$ cat config.mk
export PLATFORM = sky130hd
export DESIGN_NAME = button_mode_select
export DESIGN_NICKNAME = d
export VERILOG_FILES = /design/src/rtl/blink_pkg.sv /design/src/rtl/debounce_filter.sv /design/src/rtl/button_mode_select.sv
export SDC_FILE = /design/constraint.sdc
export NUM_CORES = 1
export LEC_CHECK = 0
export ABC_AREA = 1
export CAP_MARGIN = 20
export CORE_UTILIZATION = 45
export DETAILED_ROUTE_END_ITERATION = 12
export PLACE_DENSITY = 0.65
export SLEW_MARGIN = 10
export SYNTH_ARGS = -nofsm -noshare
export SYNTH_HDL_FRONTEND = slang
export SYNTH_HIERARCHICAL = 1
export SYNTH_SLANG_ARGS = --single-unit
export TNS_END_PERCENT = 50
$ cat constraint.sdc
create_clock -name i_Clk -period 1.41 [get_ports i_Clk]
set_clock_uncertainty 0.2 [all_clocks]
set_input_delay 0.141 -clock i_Clk [delete_from_list [all_inputs] [get_ports i_Clk]]
set_output_delay 0.141 -clock i_Clk [all_outputs]
set_load 0.02 [all_outputs]
$ cat src/rtl/blink_pkg.sv
// Shared constants for the LED blinker: mode encodings, mode-width helper and
// default switch timing limits for the 25 MHz board clock.
package blink_pkg;

    typedef enum logic [1:0] {
        MODE_10HZ = 2'd0,
        MODE_5HZ  = 2'd1,
        MODE_2HZ  = 2'd2,
        MODE_1HZ  = 2'd3
    } mode_e;

    // 10 ms debounce and 1 s long press at 25 MHz.
    localparam int unsigned DEFAULT_DEBOUNCE_LIMIT   = 250000;
    localparam int unsigned DEFAULT_LONG_PRESS_LIMIT = 25000000;

    function automatic int unsigned mode_width(input int unsigned num_modes);
        return (num_modes <= 2) ? 1 : $clog2(num_modes);
    endfunction

endpackage

$ cat src/rtl/debounce_filter.sv
// Two-flop synchroniser plus consecutive-cycle debounce counter for a raw board
// switch; o_Clean flips only after g_DEBOUNCE_LIMIT cycles of a stable new level.
module debounce_filter
    import blink_pkg::*;
#(
    parameter int unsigned g_DEBOUNCE_LIMIT = DEFAULT_DEBOUNCE_LIMIT
) (
    input  logic i_Clk,
    input  logic i_Rst_L,
    input  logic i_Raw,
    output logic o_Clean
);

    localparam int unsigned CNT_W = $clog2(g_DEBOUNCE_LIMIT);
    localparam logic [CNT_W-1:0] CNT_LAST = CNT_W'(g_DEBOUNCE_LIMIT - 1);

    logic             sync1_q, sync1_d;
    logic             sync2_q, sync2_d;
    logic             clean_q, clean_d;
    logic [CNT_W-1:0] cnt_q, cnt_d;

    always_comb begin
        sync1_d = i_Raw;
        sync2_d = sync1_q;
        clean_d = clean_q;
        cnt_d   = '0;
        // Any cycle where the synchronised level agrees restarts the count.
        if (sync2_q != clean_q) begin
            if (cnt_q == CNT_LAST) begin
                clean_d = ~clean_q;
            end else begin
                cnt_d = cnt_q + 1'b1;
            end
        end
    end

    always_ff @(posedge i_Clk) begin
        if (!i_Rst_L) begin
            sync1_q <= 1'b0;
            sync2_q <= 1'b0;
            clean_q <= 1'b0;
            cnt_q   <= '0;
        end else begin
            sync1_q <= sync1_d;
            sync2_q <= sync2_d;
            clean_q <= clean_d;
            cnt_q   <= cnt_d;
        end
    end

    assign o_Clean = clean_q;

endmodule

$ cat src/rtl/button_mode_select.sv
// Pushbutton to wrap-around blink-mode index. Define LONG_PRESS_EN to advance on
// release instead of press and to let a long hold force the mode back to 0.
module button_mode_select
    import blink_pkg::*;
#(
    parameter int unsigned g_DEBOUNCE_LIMIT   = DEFAULT_DEBOUNCE_LIMIT,
    parameter int unsigned g_LONG_PRESS_LIMIT = DEFAULT_LONG_PRESS_LIMIT,
    parameter int unsigned g_NUM_MODES        = 4,
    localparam int unsigned MODE_W            = mode_width(g_NUM_MODES)
) (
    input  logic              i_Clk,
    input  logic              i_Rst_L,
    input  logic              i_Switch,
    output logic              o_Switch_Clean,
    output logic [MODE_W-1:0] o_Mode,
    output logic              o_Mode_Change
`ifdef LONG_PRESS_EN
    ,
    output logic              o_Long_Press
`endif
);

    if (g_DEBOUNCE_LIMIT < 2 || g_NUM_MODES < 2 || g_NUM_MODES > 16) begin : g_bad_cfg
        $error("button_mode_select: illegal debounce limit or mode count");
    end
    if (g_LONG_PRESS_LIMIT <= g_DEBOUNCE_LIMIT) begin : g_bad_long
        $error("button_mode_select: long-press limit must exceed debounce limit");
    end

    localparam logic [MODE_W-1:0] MODE_FIRST = MODE_W'(MODE_10HZ);
    localparam logic [MODE_W-1:0] MODE_LAST  = MODE_W'(g_NUM_MODES - 1);

    logic              clean;
    logic              clean_prev_q, clean_prev_d;
    logic [MODE_W-1:0] mode_q, mode_d;
    logic              mode_change_q, mode_change_d;
    logic [MODE_W-1:0] mode_inc;

    debounce_filter #(
        .g_DEBOUNCE_LIMIT(g_DEBOUNCE_LIMIT)
    ) u_debounce (
        .i_Clk  (i_Clk),
        .i_Rst_L(i_Rst_L),
        .i_Raw  (i_Switch),
        .o_Clean(clean)
    );

    assign mode_inc = (mode_q == MODE_LAST) ? MODE_FIRST : mode_q + 1'b1;

`ifdef LONG_PRESS_EN
    localparam int unsigned HOLD_W = $clog2(g_LONG_PRESS_LIMIT + 1);
    localparam logic [HOLD_W-1:0] HOLD_MAX  = HOLD_W'(g_LONG_PRESS_LIMIT);
    localparam logic [HOLD_W-1:0] HOLD_FIRE = HOLD_W'(g_LONG_PRESS_LIMIT - 1);

    logic [HOLD_W-1:0] hold_q, hold_d;
    logic              latch_q, latch_d;
    logic              long_press_q, long_press_d;
    logic              fall;

    assign fall = ~clean & clean_prev_q;

    always_comb begin
        clean_prev_d  = clean;
        mode_d        = mode_q;
        mode_change_d = 1'b0;
        long_press_d  = 1'b0;
        latch_d       = latch_q;
        hold_d        = '0;
        if (clean) begin
            hold_d = (hold_q == HOLD_MAX) ? hold_q : hold_q + 1'b1;
        end
        // A release already seen as clean=0 can never coincide with the fire cycle.
        if (clean && hold_q == HOLD_FIRE) begin
            mode_d        = MODE_FIRST;
            mode_change_d = 1'b1;
            long_press_d  = 1'b1;
            latch_d       = 1'b1;
        end else if (fall) begin
            latch_d = 1'b0;
            if (!latch_q) begin
                mode_d        = mode_inc;
                mode_change_d = 1'b1;
            end
        end
    end

    always_ff @(posedge i_Clk) begin
        if (!i_Rst_L) begin
            hold_q       <= '0;
            latch_q      <= 1'b0;
            long_press_q <= 1'b0;
        end else begin
            hold_q       <= hold_d;
            latch_q      <= latch_d;
            long_press_q <= long_press_d;
        end
    end

    assign o_Long_Press = long_press_q;
`else
    logic rise;

    assign rise = clean & ~clean_prev_q;

    always_comb begin
        clean_prev_d  = clean;
        mode_d        = mode_q;
        mode_change_d = 1'b0;
        if (rise) begin
            mode_d        = mode_inc;
            mode_change_d = 1'b1;
        end
    end
`endif

    always_ff @(posedge i_Clk) begin
        if (!i_Rst_L) begin
            clean_prev_q  <= 1'b0;
            mode_q        <= MODE_FIRST;
            mode_change_q <= 1'b0;
        end else begin
            clean_prev_q  <= clean_prev_d;
            mode_q        <= mode_d;
            mode_change_q <= mode_change_d;
        end
    end

    assign o_Switch_Clean = clean;
    assign o_Mode         = mode_q;
    assign o_Mode_Change  = mode_change_q;

endmodule
# Word-level counts from Yosys, hierarchy flattened
# Cells that the tools add are included.
# word_totals
register_bits,25
latchBits,0
mem_bits_rw,0
rom_bits,0
in_bits,3
out_inout_bits,4
word_cells,21
memories,0
# op_classes
add_sub_neg,2
n_mul,0
div,0
order_cmp,0
n_eq_ne,3
n_shift,0
mux,2
n_bitwise,5
n_reduce_logical,2
# op_table
operator,n
adder 18 x 1 -> 18 bit (second input constant),1
== test 18 bit (second input constant),1
NOT 1 bit,4
OR reduction 3 bit,1
adder 2 x 1 -> 2 bit (second input constant),1
== test 2 bit (second input constant),1
2-to-1 mux 2 bit,1
AND reduction 2 bit,1
AND 1 bit,1
2-to-1 mux 1 bit,1
inequality test 1 bit,1

# Logic depth before layout (Yosys ltp)
# Gate-level depths: netlist (run 1).
# logic_depth
word_depth,3
ltp_mapped,8
depth_no_buf,8

# Modules after synthesis
# Netlist (run 1), hierarchy kept.
# modules_own_cells
mod,n_inst,cells_each,area_each_um2,seq_area_each_um2
debounce_filter,1,147,1022.2,420.4
button_mode_select,1,21,155.1,80.1

# Worst setup path after synthesis (run 1)
# No wires, ideal clock.
# synth_path
path_type,reg2reg
from,reg u_debounce.cnt_q[0]
to,reg u_debounce.cnt_q[0]
setup_ps,117
arrival_time_ps,1232
t_required_ps,1093
slack_ps,-140
path_stages_with_launch,9
path_buffers,1
period_less_slack_ps,1550
cell_sequence,dfxtp_1 ha_1 nand2_1 nor2_2 nand2_1 nand3b_4 nand2_4 buf_6 nor2_1
# synth_between
elab_chain_len,2
word_cells_on_any_way,3
classes_between,add/sub (1); eq/ne (1); reduce/logical (1)
# synth_lines
item,line_no,rtl
start: declaration,debounce_filter.sv:20,"logic [CNT_W-1:0] cnt_q, cnt_d;"
start signal: assignment,debounce_filter.sv:47,cnt_q <= cnt_d;
"parallel branches: the longest is 2 deep, another holds adder 18 x 1 -> 18 bit",-,
# Parallel ways; which one is timed is not known.
# A chain may end at the register's enable or synchronous reset.

# Final worst setup path (run 1)
# layout_path
from,reg u_debounce.cnt_q[1]
to,"reg u_debounce.clean_q, in the netlist u_debounce/o_Clean"
# layout_between
elab_chain_len,2
# layout_lines
item,line_no,rtl
== test 18 bit,debounce_filter.sv:29,if (cnt_q == CNT_LAST) begin
AND reduction 2 bit (no line),-,
end signal: assignment,debounce_filter.sv:46,clean_q <= clean_d;
end: declaration,debounce_filter.sv:19,"logic clean_q, clean_d;"
# No other way between the ends.

==> results.json, run 1 <==
{
  "max-vdd-ir-drop_mv": 0.6570,
  "grt_overflow": 0,
  "avgViaCountPerCell": 4.812,
  "utilization": 0.5980,
  "place.gp.congestion": 0.8194,
  "htree_levels": 1,
  "setup.worst_path.start_class": "flop",
  "power.density_mw_per_mm2": 705.4,
  "cts.sinks": 25,
  "cts_tree": "built",
  "r2r_start": "u_debounce/cnt_q[1]",
  "r2r_end": "u_debounce/o_Clean",
  "grt_antenna_before_repair": 0,
  "n_antenna_cell": 0,
  "rows": 18,
  "layout-drive-gt1-share": 0.2487,
  "cp-startpoint": "u_debounce/cnt_q[1]",
  "numCtsBuffers": 3,
  "boundaryPins": 7,
  "cts_hold_buf": 0,
  "die_w_um": 53.15,
  "synth-seq-cells": 25,
  "design.die.area_mm2": 0.002825,
  "synth_fp_nets": 173,
  "place_hpwl_mm": 1.768,
  "dp_cells": 215,
  "core_mm2": 0.002477,
  "violations": "setup timing",
  "grt_max_degree": 19,
  "tightest_slew_ps": 356.4,
  "wl_per_cell_um": 10.30,
  "n_fill_cell": 236,
  "path_clk_slew_ps": 130,
  "end_kind": "flop",
  "slew_headroom": 0.7615,
  "cts_buffer_depth": 2,
  "ant_nets": 0,
  "setup_viol": 19,
  "vias": 1073,
  "maxCapViolations": 0,
  "start_util": 0.4753,
  "die-height_um": 53.15,
  "cp-endpoint": "u_debounce/o_Clean",
  "crit_type": "reg -> reg",
  "setup_slack_ps": -78.46,
  "ys_types": 18,
  "cp_max_fo": 3,
  "grt_pass1_wl_mm": 3.912,
  "final_cells": 223,
  "grt_pass1_vias": 945,
  "routed_wirelength_mm": 2.297,
  "syn_avg_cell_area_um2": 7.008,
  "rsz0062_at_grt": "yes",
  "drc": 0,
  "report.final.slew_viol_count": 0,
  "cts_root_buffer": "clkbuf_4",
  "syn_inst": 168,
  "first_iter_violations": 27,
  "crit_required_ps": 1430,
  "period_share": 1.056,
  "grt_usage": 0.1847,
  "yosysSeqAreaShare": 0.4251,
  "reg2regPathDepth": 9,
  "period_minus_slack_ps": 1488,
  "synth_warnings": 6,
  "status": "finished, violations left",
  "first_pass_iters": 4,
  "area_delta_synth_final_pct": 25.82,
  "hold_viol": 0,
  "max_freq_mhz": 671.8,
  "fin_nets": 199,
  "clk_latency_ps": 310,
  "cellLeakagePower_nw": 0.5377,
  "holdCritPathClass": "in -> reg",
  "critical_path_arrival_ps": 1510,
  "r2r_slack_ps": -80,
  "port_buffers": 6,
  "synth_area_mm2": 0.001177
}
cells in the mapped netlist:
library cell / number / area share
or2_0: 2 / 0.011
buf_6: 1 / 0.0096
o21ai_0: 2 / 0.0085
nand2_1: 44 / 0.14
nand3b_4: 1 / 0.017
o21bai_1: 1 / 0.0064
dfxtp_1: 25 / 0.43
nor2_2: 3 / 0.016
nand3_1: 10 / 0.043
or2_2: 1 / 0.0053
nand4_1: 1 / 0.0053
xnor2_1: 2 / 0.015
xor2_1: 7 / 0.052
inv_1: 16 / 0.051
nand2_4: 1 / 0.0096
nor2_1: 41 / 0.13
ha_1: 2 / 0.021
a21oi_1: 8 / 0.034
per-layer routing:
metal | GRT usage | wire length [um] | up-vias
met4 | 0.03947 | 0 | 0
met1 | 0.2517 | 1119 | 485
li1 | - | - | 568
met5 | 0 | 0 | -
met2 | 0.3059 | 1077 | 20
met3 | 0.02586 | 101 | 0
final cells by class:
type,count,area (um2),area share
clock buffers,3,22.52,0.01520
clock inverters,1,5.005,0.003378
inverters,16,60.06,0.04054
multi-input cells,126,675.6,0.4561
flip-flops and latches,25,516.7,0.3488
well taps,30,37.54,0.02534
repair buffers,22,163.9,0.1106
registers in the layout, summed over array words and instances (netlist names):
name / cells
u_debounce/cnt_q: 18
u_debounce/sync1_q: 1
u_debounce/o_Clean: 1
o_Mode: 2
clean_prev_q: 1
u_debounce/sync2_q: 1
o_Mode_Change: 1
logic make-up after synthesis:
family                   count (synthesis)  synth area share
AO/OA/AOI/OAI                           11           0.04889
buffers and inverters                   17           0.06058
flip-flops                              25            0.4251
adder cells (fa/ha/maj)                  2           0.02125
XOR/XNOR                                 9           0.06695
AND/OR/NAND/NOR                        104            0.3773
worst max-delay path, cell delays in order, from the launching register on:
cell and delay (ps):
dfxtp_4 390, ha_4 150, nand2_2 60, nor2_4 150, nand2_2 70, buf_4 140, nor2_4 100, nand3_2 60
nand2_1 60, nor2_1 40
where the power goes:
group	switching (mW)	leakage, nW	internal [mW]
clock	0.205	0.0177	0.106
sequential	0.00250	0.207	0.706
combinational	0.0128	0.313	0.0120
worst min-delay path by stage:
| stage | startpoint | to | slack (ps) | cells after the start |
|---|---|---|---|---|
| after floorplan | i_Rst_L | u_debounce/sync1_q | 30 | 2 |
| after global placement | u_debounce/sync1_q | u_debounce/sync2_q | 200 | 2 |
| after detailed placement | clean_prev_q | o_Mode_Change | 210 | 1 |
| after CTS | i_Switch | u_debounce/sync1_q | 150 | 3 |
| after global routing | i_Switch | u_debounce/sync1_q | 160 | 3 |
| final | i_Switch | u_debounce/sync1_q | 160 | 3 |
through the flow:
step / power, mW / setup slack (ps) / hold slack (ps) / area (um2) / TNS, ps
after global routing: 1.082 / -171.8 / 164.7 / 1481 / -2714
final: 1.045 / -78.46 / 155.0 / 1481 / -1214
after detailed placement: 0.7515 / -91.40 / 206.8 / 1371 / -1323
after CTS: 1.057 / -62.48 / 149.9 / 1445 / -382.1
after global placement: 0.7504 / -52.04 / 196.8 / 1371 / -761.3
after floorplan: 0.7389 / -48.73 / 34.45 / 1195 / -468.8
what timing repair did:
action / 4_1_cts / 5_1_grt
pin swaps: 4 / 2
endpoints found under the setup margin: 23 / 22
buffers inserted: 2 / 2
resized for setup: 17 / 15
cells in the final DEF (no fill, tap or decap), drive strengths merged, types with 3 or more instances in the layout:
master	Yosys	final
nand2	45	45
nor2	44	44
dfxtp	25	25
inv	16	16
buf	1	16
nand3	10	10
a21oi	8	8
xor2	7	7
clkbuf	0	6
or2	3	3
Note: power is estimated with default switching activity, not from simulation.
==> inputs of run 2 (changes only) <==
--- a/config.mk
+++ b/config.mk
@@ -10,6 +10,7 @@
 export CORE_UTILIZATION = 45
 export DETAILED_ROUTE_END_ITERATION = 12
 export PLACE_DENSITY = 0.65
+export SETUP_SLACK_MARGIN = 0.1
 export SLEW_MARGIN = 10
 export SYNTH_ARGS = -nofsm -noshare
 export SYNTH_HDL_FRONTEND = slang
==> run 2 against run 1 <==
Against the previous run:
- the flow still finishes with violations (setup timing)
- cell area unchanged
- hold slack lost 0.59 ps
- combinational power about the same
- first-iteration DRC count is 15% higher
==> results.json, run 2 (synthesis results as in run 1) <==
{
  "end_kind": "flop",
  "grt_max_degree": 19,
  "numCtsBuffers": 3,
  "crit_required_ps": 1430,
  "cts_buffer_depth": 2,
  "die_w_um": 53.15,
  "cts_hold_buf": 0,
  "design.die.area_mm2": 0.002825,
  "grt_pass1_vias": 942,
  "cts_tree": "built",
  "path_cells": "ha_4, nand2_2, nor2_4, nand2_2, nand3b_4, nand2_8, nor2_1",
  "cp-endpoint": "u_debounce/cnt_q[13]",
  "cp-startpoint": "u_debounce/cnt_q[1]",
  "switching_share": 0.2124,
  "drc": 0,
  "total_power_mw": 1.046,
  "die-height_um": 53.15,
  "cpMaxStageDelayCell": "dfxtp_4",
  "clkPwrFrac": 0.299,
  "r2r_end": "u_debounce/cnt_q[13]",
  "max_freq_mhz": 673.7,
  "slowest_delay_ps": 390,
  "wl_per_cell_um": 10.37,
  "setup_slack_ps": -74.30,
  "critical_path_arrival_ps": 1500,
  "cts_root_buffer": "clkbuf_4",
  "period_share": 1.053,
  "vias": 1067,
  "max-vdd-ir-drop_mv": 0.6581,
  "tightest_slew_ps": 349.4,
  "first_iter_violations": 31,
  "period_minus_slack_ps": 1484,
  "cp_max_fo": 18,
  "place.gp.congestion": 0.8194,
  "hold_viol": 0,
  "grt_antenna_before_repair": 0,
  "fin_nets": 199,
  "report.final.slew_viol_count": 0,
  "top_register": "u_debounce/cnt_q",
  "r2r_slack_ps": -70,
  "cellLeakagePower_nw": 0.5385,
  "clk_latency_ps": 310,
  "slew_headroom": 0.7662,
  "cts.sinks": 25,
  "maxCapViolations": 0,
  "r2r_start": "u_debounce/cnt_q[1]",
  "routed_wirelength_mm": 2.313,
  "grt_usage": 0.1841,
  "grt_overflow": 0,
  "avgViaCountPerCell": 4.785,
  "final_cells": 223,
  "boundaryPins": 7,
  "reg2regPathDepth": 7,
  "setup.worst_path.start_class": "flop",
  "ant_nets": 0,
  "utilization": 0.5980,
  "seq_area_um2": 520.5,
  "combPwrFrac": 0.023,
  "cpMostUsedCell": "nand2_2",
  "start_util": 0.4753,
  "path_clk_slew_ps": 130,
  "place_hpwl_mm": 1.768,
  "power.density_mw_per_mm2": 706.4,
  "dp_cells": 215,
  "most-common-layout-cells": "nand2_1, nor2_1, inv_1, buf_4, dfxtp_1",
  "n_fill_cell": 234,
  "n_antenna_cell": 0,
  "internal-power_uw": 824.1,
  "largest_reg_flops": 18,
  "p_switching_uw": 222.3,
  "multi_input_area_um2": 675.6,
  "seq_power_share": 0.677,
  "setup_viol": 19,
  "status": "finished, violations left",
  "core_mm2": 0.002477,
  "layout-drive-gt1-share": 0.2694,
  "crit_type": "reg -> reg",
  "port_buffers": 6,
  "rows": 18,
  "rsz0062_at_grt": "yes",
  "fin_area_mm2": 0.001481,
  "grt_pass1_wl_mm": 3.898,
  "place_area_mm2": 0.001371,
  "htree_levels": 1,
  "holdCritPathClass": "in -> reg",
  "final_common_cell": "nand2_1",
  "area_delta_synth_final_pct": 25.82,
  "first_pass_iters": 4,
  "violations": "setup timing"
}
run 2: area by class of cell:
cell class,count,share of cell area
Multi-Input combinational cell,126,0.4561
Timing Repair Buffer,22,0.1081
Clock inverter,1,0.003378
Tap cell,30,0.02534
Sequential cell,25,0.3514
Clock buffer,3,0.01520
Inverter,16,0.04054
run 2: what timing repair did:
| action | 4_1_cts | 5_1_grt |
|---|---|---|
| hold endpoints to repair | 0 | 0 |
| gates cloned | 0 | 0 |
| resized for setup | 24 | 16 |
| setup endpoints to repair | 23 | 23 |
| pin swaps | 4 | 2 |
| buffers inserted | 2 | 2 |
run 2: how the worst min path moves through the flow:
| stage | from | end | slack, ps | cells after the start |
|---|---|---|---|---|
| finish | i_Switch | u_debounce/sync1_q | 150 | 3 |
| global route | i_Switch | u_debounce/sync1_q | 160 | 3 |
| CTS | i_Switch | u_debounce/sync1_q | 150 | 3 |
| detailed placement | clean_prev_q | o_Mode_Change | 210 | 1 |
| global placement | u_debounce/sync1_q | u_debounce/sync2_q | 200 | 2 |
| floorplan | i_Rst_L | u_debounce/sync1_q | 30 | 2 |
run 2: power groups by stage:
stage               registers (mW)  logic [mW]  clock network, mW
CTS                          0.711      0.0245              0.321
detailed placement           0.728      0.0233                  0
floorplan                    0.728      0.0112                  0
finish                       0.709      0.0246              0.313
global placement             0.728      0.0226                  0
global route                 0.710      0.0278              0.344
run 2: metrics by stage:
stage | hold WS, ps | setup TNS (ps) | worst slack [ps]
5_1_grt | 164.7 | -2693 | -171.1
3_5_place_dp | 206.8 | -1323 | -91.40
2_1_floorplan | 34.45 | -468.8 | -48.73
3_3_place_gp | 196.8 | -761.3 | -52.04
6_report | 154.4 | -1204 | -74.30
4_1_cts | 149.9 | -382.1 | -62.49
run 2: per-layer routing:
layer | routed length (um) | part of all wire | track usage
met3 | 78 | 0.034 | 0.02586
met5 | 0 | 0 | 0
met4 | 0 | 0 | 0.03947
met2 | 1087 | 0.47 | 0.3059
met1 | 1147 | 0.50 | 0.2500
run 2: worst max-delay path, delay by kind of cell (launching register included):
| kind | cells | cell delay [ps] |
|---|---|---|
| simple gates | 6 | 670 |
| flops | 1 | 390 |
| fa+ha+maj | 1 | 150 |
==> variant (flow settings as in run 1) <==
`g_NUM_MODES`: 4 -> 8.
--- a/src/rtl/button_mode_select.sv
+++ b/src/rtl/button_mode_select.sv
@@ -5,7 +5,7 @@
 #(
     parameter int unsigned g_DEBOUNCE_LIMIT   = DEFAULT_DEBOUNCE_LIMIT,
     parameter int unsigned g_LONG_PRESS_LIMIT = DEFAULT_LONG_PRESS_LIMIT,
-    parameter int unsigned g_NUM_MODES        = 4,
+    parameter int unsigned g_NUM_MODES        = 8,
     localparam int unsigned MODE_W            = mode_width(g_NUM_MODES)
 ) (
     input  logic              i_Clk,
Ports: changed (resized o_Mode); port bits go from 7 to 8. The function was not compared with the original's and may differ.
==> variant against run 1 <==
The run still ends with setup timing left. Total power grew 21%. Worst setup slack gained 2.4 ps. Routed wire length grew 5.7%. Sequential power grew 3.8%. Hold slack lost 17 ps. Design area grew 9.3%. Sequential share of layout area shrank 1.5 points. Area after synthesis grew 5.2%. Final cell count grew 5.8%. Sequential cell count grew 1. Critical path type unchanged.
==> variant: results (changes against run 1) <==
Routed WL 2430 um (+5.7%); critical path's largest stage delay 430 ps (+40 ps); Placed Instances 227 (+5.6%); outcome complete, but fails checks; critical-path maximum fanout 4 (+1); GPL Wtd Cong 0.837 (+2.1%); FF-to-FF End u_debounce/cnt_q[12]; vias post-DR 1144 (+6.6%); worst r2r src u_debounce/cnt_q[9]; worst hold slack 138 ps (-16.9 ps); Overall Global Routing Usage 20.0% (+1.6 points); Internal Power 1.04 mW (+26%); largest net degree at the start of global routing 16 (-3); Netlist cell types 19 (+1); number of port buffers 7 (+1); r2r worst-path depth 5 (-4); Synth area leaders dfxtp_1 (42%), nand2_1 (14%), nor2_1 (13%); ratio of cells with drive above 1 in the final layout 26.2% (+1.3 points); failing checks setup timing; vias in the first global route 1019 (+7.8%); Final WS setup -76.1 ps (+2.37 ps); most common library cells after synthesis nand2_1 (45), nor2_1 (44), dfxtp_1 (26); wire length per cell 10.3 um (-0.12%); Max VDD drop 0.000997 V (+52%); CP max-delay cell dfxtp_1; setup slack at placement -91.9 ps (-0.501 ps); final setup vio count 18 (-1)
-- variant: cell count changes after synthesis --
cell | run 1 | this run
nor2_1 | 41 | 44
inv_1 | 16 | 18
dfxtp_1 | 25 | 26
ha_1 | 2 | 3
nand2_1 | 44 | 45
nand2_2 | 0 | 1
-- variant: power groups by stage --
stage | logic, mW | clock network, mW | registers, mW
after CTS | 0.0290 | 0.520 | 0.741
after global placement | 0.0230 | 0 | 0.757
final | 0.0304 | 0.501 | 0.736
after detailed placement | 0.0242 | 0 | 0.757
after global routing | 0.0335 | 0.545 | 0.737
after floorplan | 0.0112 | 0 | 0.757
-- variant: metal layers --
metal,share of wire [%],vias up,global-route usage (%)
met4,0.78,0,5.98
met3,5.5,2,6.11
met1,47,512,25.3
li1,-,609,-
met5,0,-,0
met2,47,21,32.5
-- variant: cell type report --
class	count	area, um^2	share of cell area, %
Clock inverter	1	30.0	1.85
Tap cell	30	37.5	2.32
Sequential cell	26	541	33.4
Multi-Input combinational cell	134	738	45.6
Inverter	18	67.6	4.17
Clock buffer	3	22.5	1.39
Timing Repair Buffer	24	183	11.3
-- variant: how the worst max path moves through the flow --
stage | from | to | depth (start not counted)
3_3_place_gp | u_debounce/cnt_q[1] | u_debounce/cnt_q[11] | 7
3_5_place_dp | u_debounce/cnt_q[1] | u_debounce/cnt_q[11] | 7
5_1_grt | u_debounce/cnt_q[9] | u_debounce/cnt_q[12] | 5
2_1_floorplan | u_debounce/cnt_q[0] | u_debounce/cnt_q[0] | 8
4_1_cts | u_debounce/cnt_q[1] | u_debounce/cnt_q[7] | 7
6_report | u_debounce/cnt_q[9] | u_debounce/cnt_q[12] | 5
-- variant: cell families (layout without fill, tap and decap cells) --
logic type | after synthesis | count (layout) | share of synthesized area (%)
and+or+nand+nor | 109 | 111 | 37.6
DFF | 26 | 26 | 42.0
buffers and inverters | 19 | 46 | 6.36
AOI/OAI and AO/OA | 11 | 11 | 4.65
xor gates and xnor gates | 9 | 9 | 6.36
adders and majority gates | 3 | 3 | 3.03
-- variant: timing repair --
| item | CTS | global route |
|---|---|---|
| pin swaps | 5 | 2 |
| endpoints found under the setup margin | 24 | 24 |
| gates cloned | 2 | 0 |
| setup buffers | 3 | 0 |
| resized for setup | 18 | 20 |
-- variant: worst reg2reg max path, stage by stage, from the launching register on --
cell and delay [ps]:
dfxtp_1 430, nand2_1 100, nor2_1 180, nand3_1 130
or2_2 290, a21oi_1 110
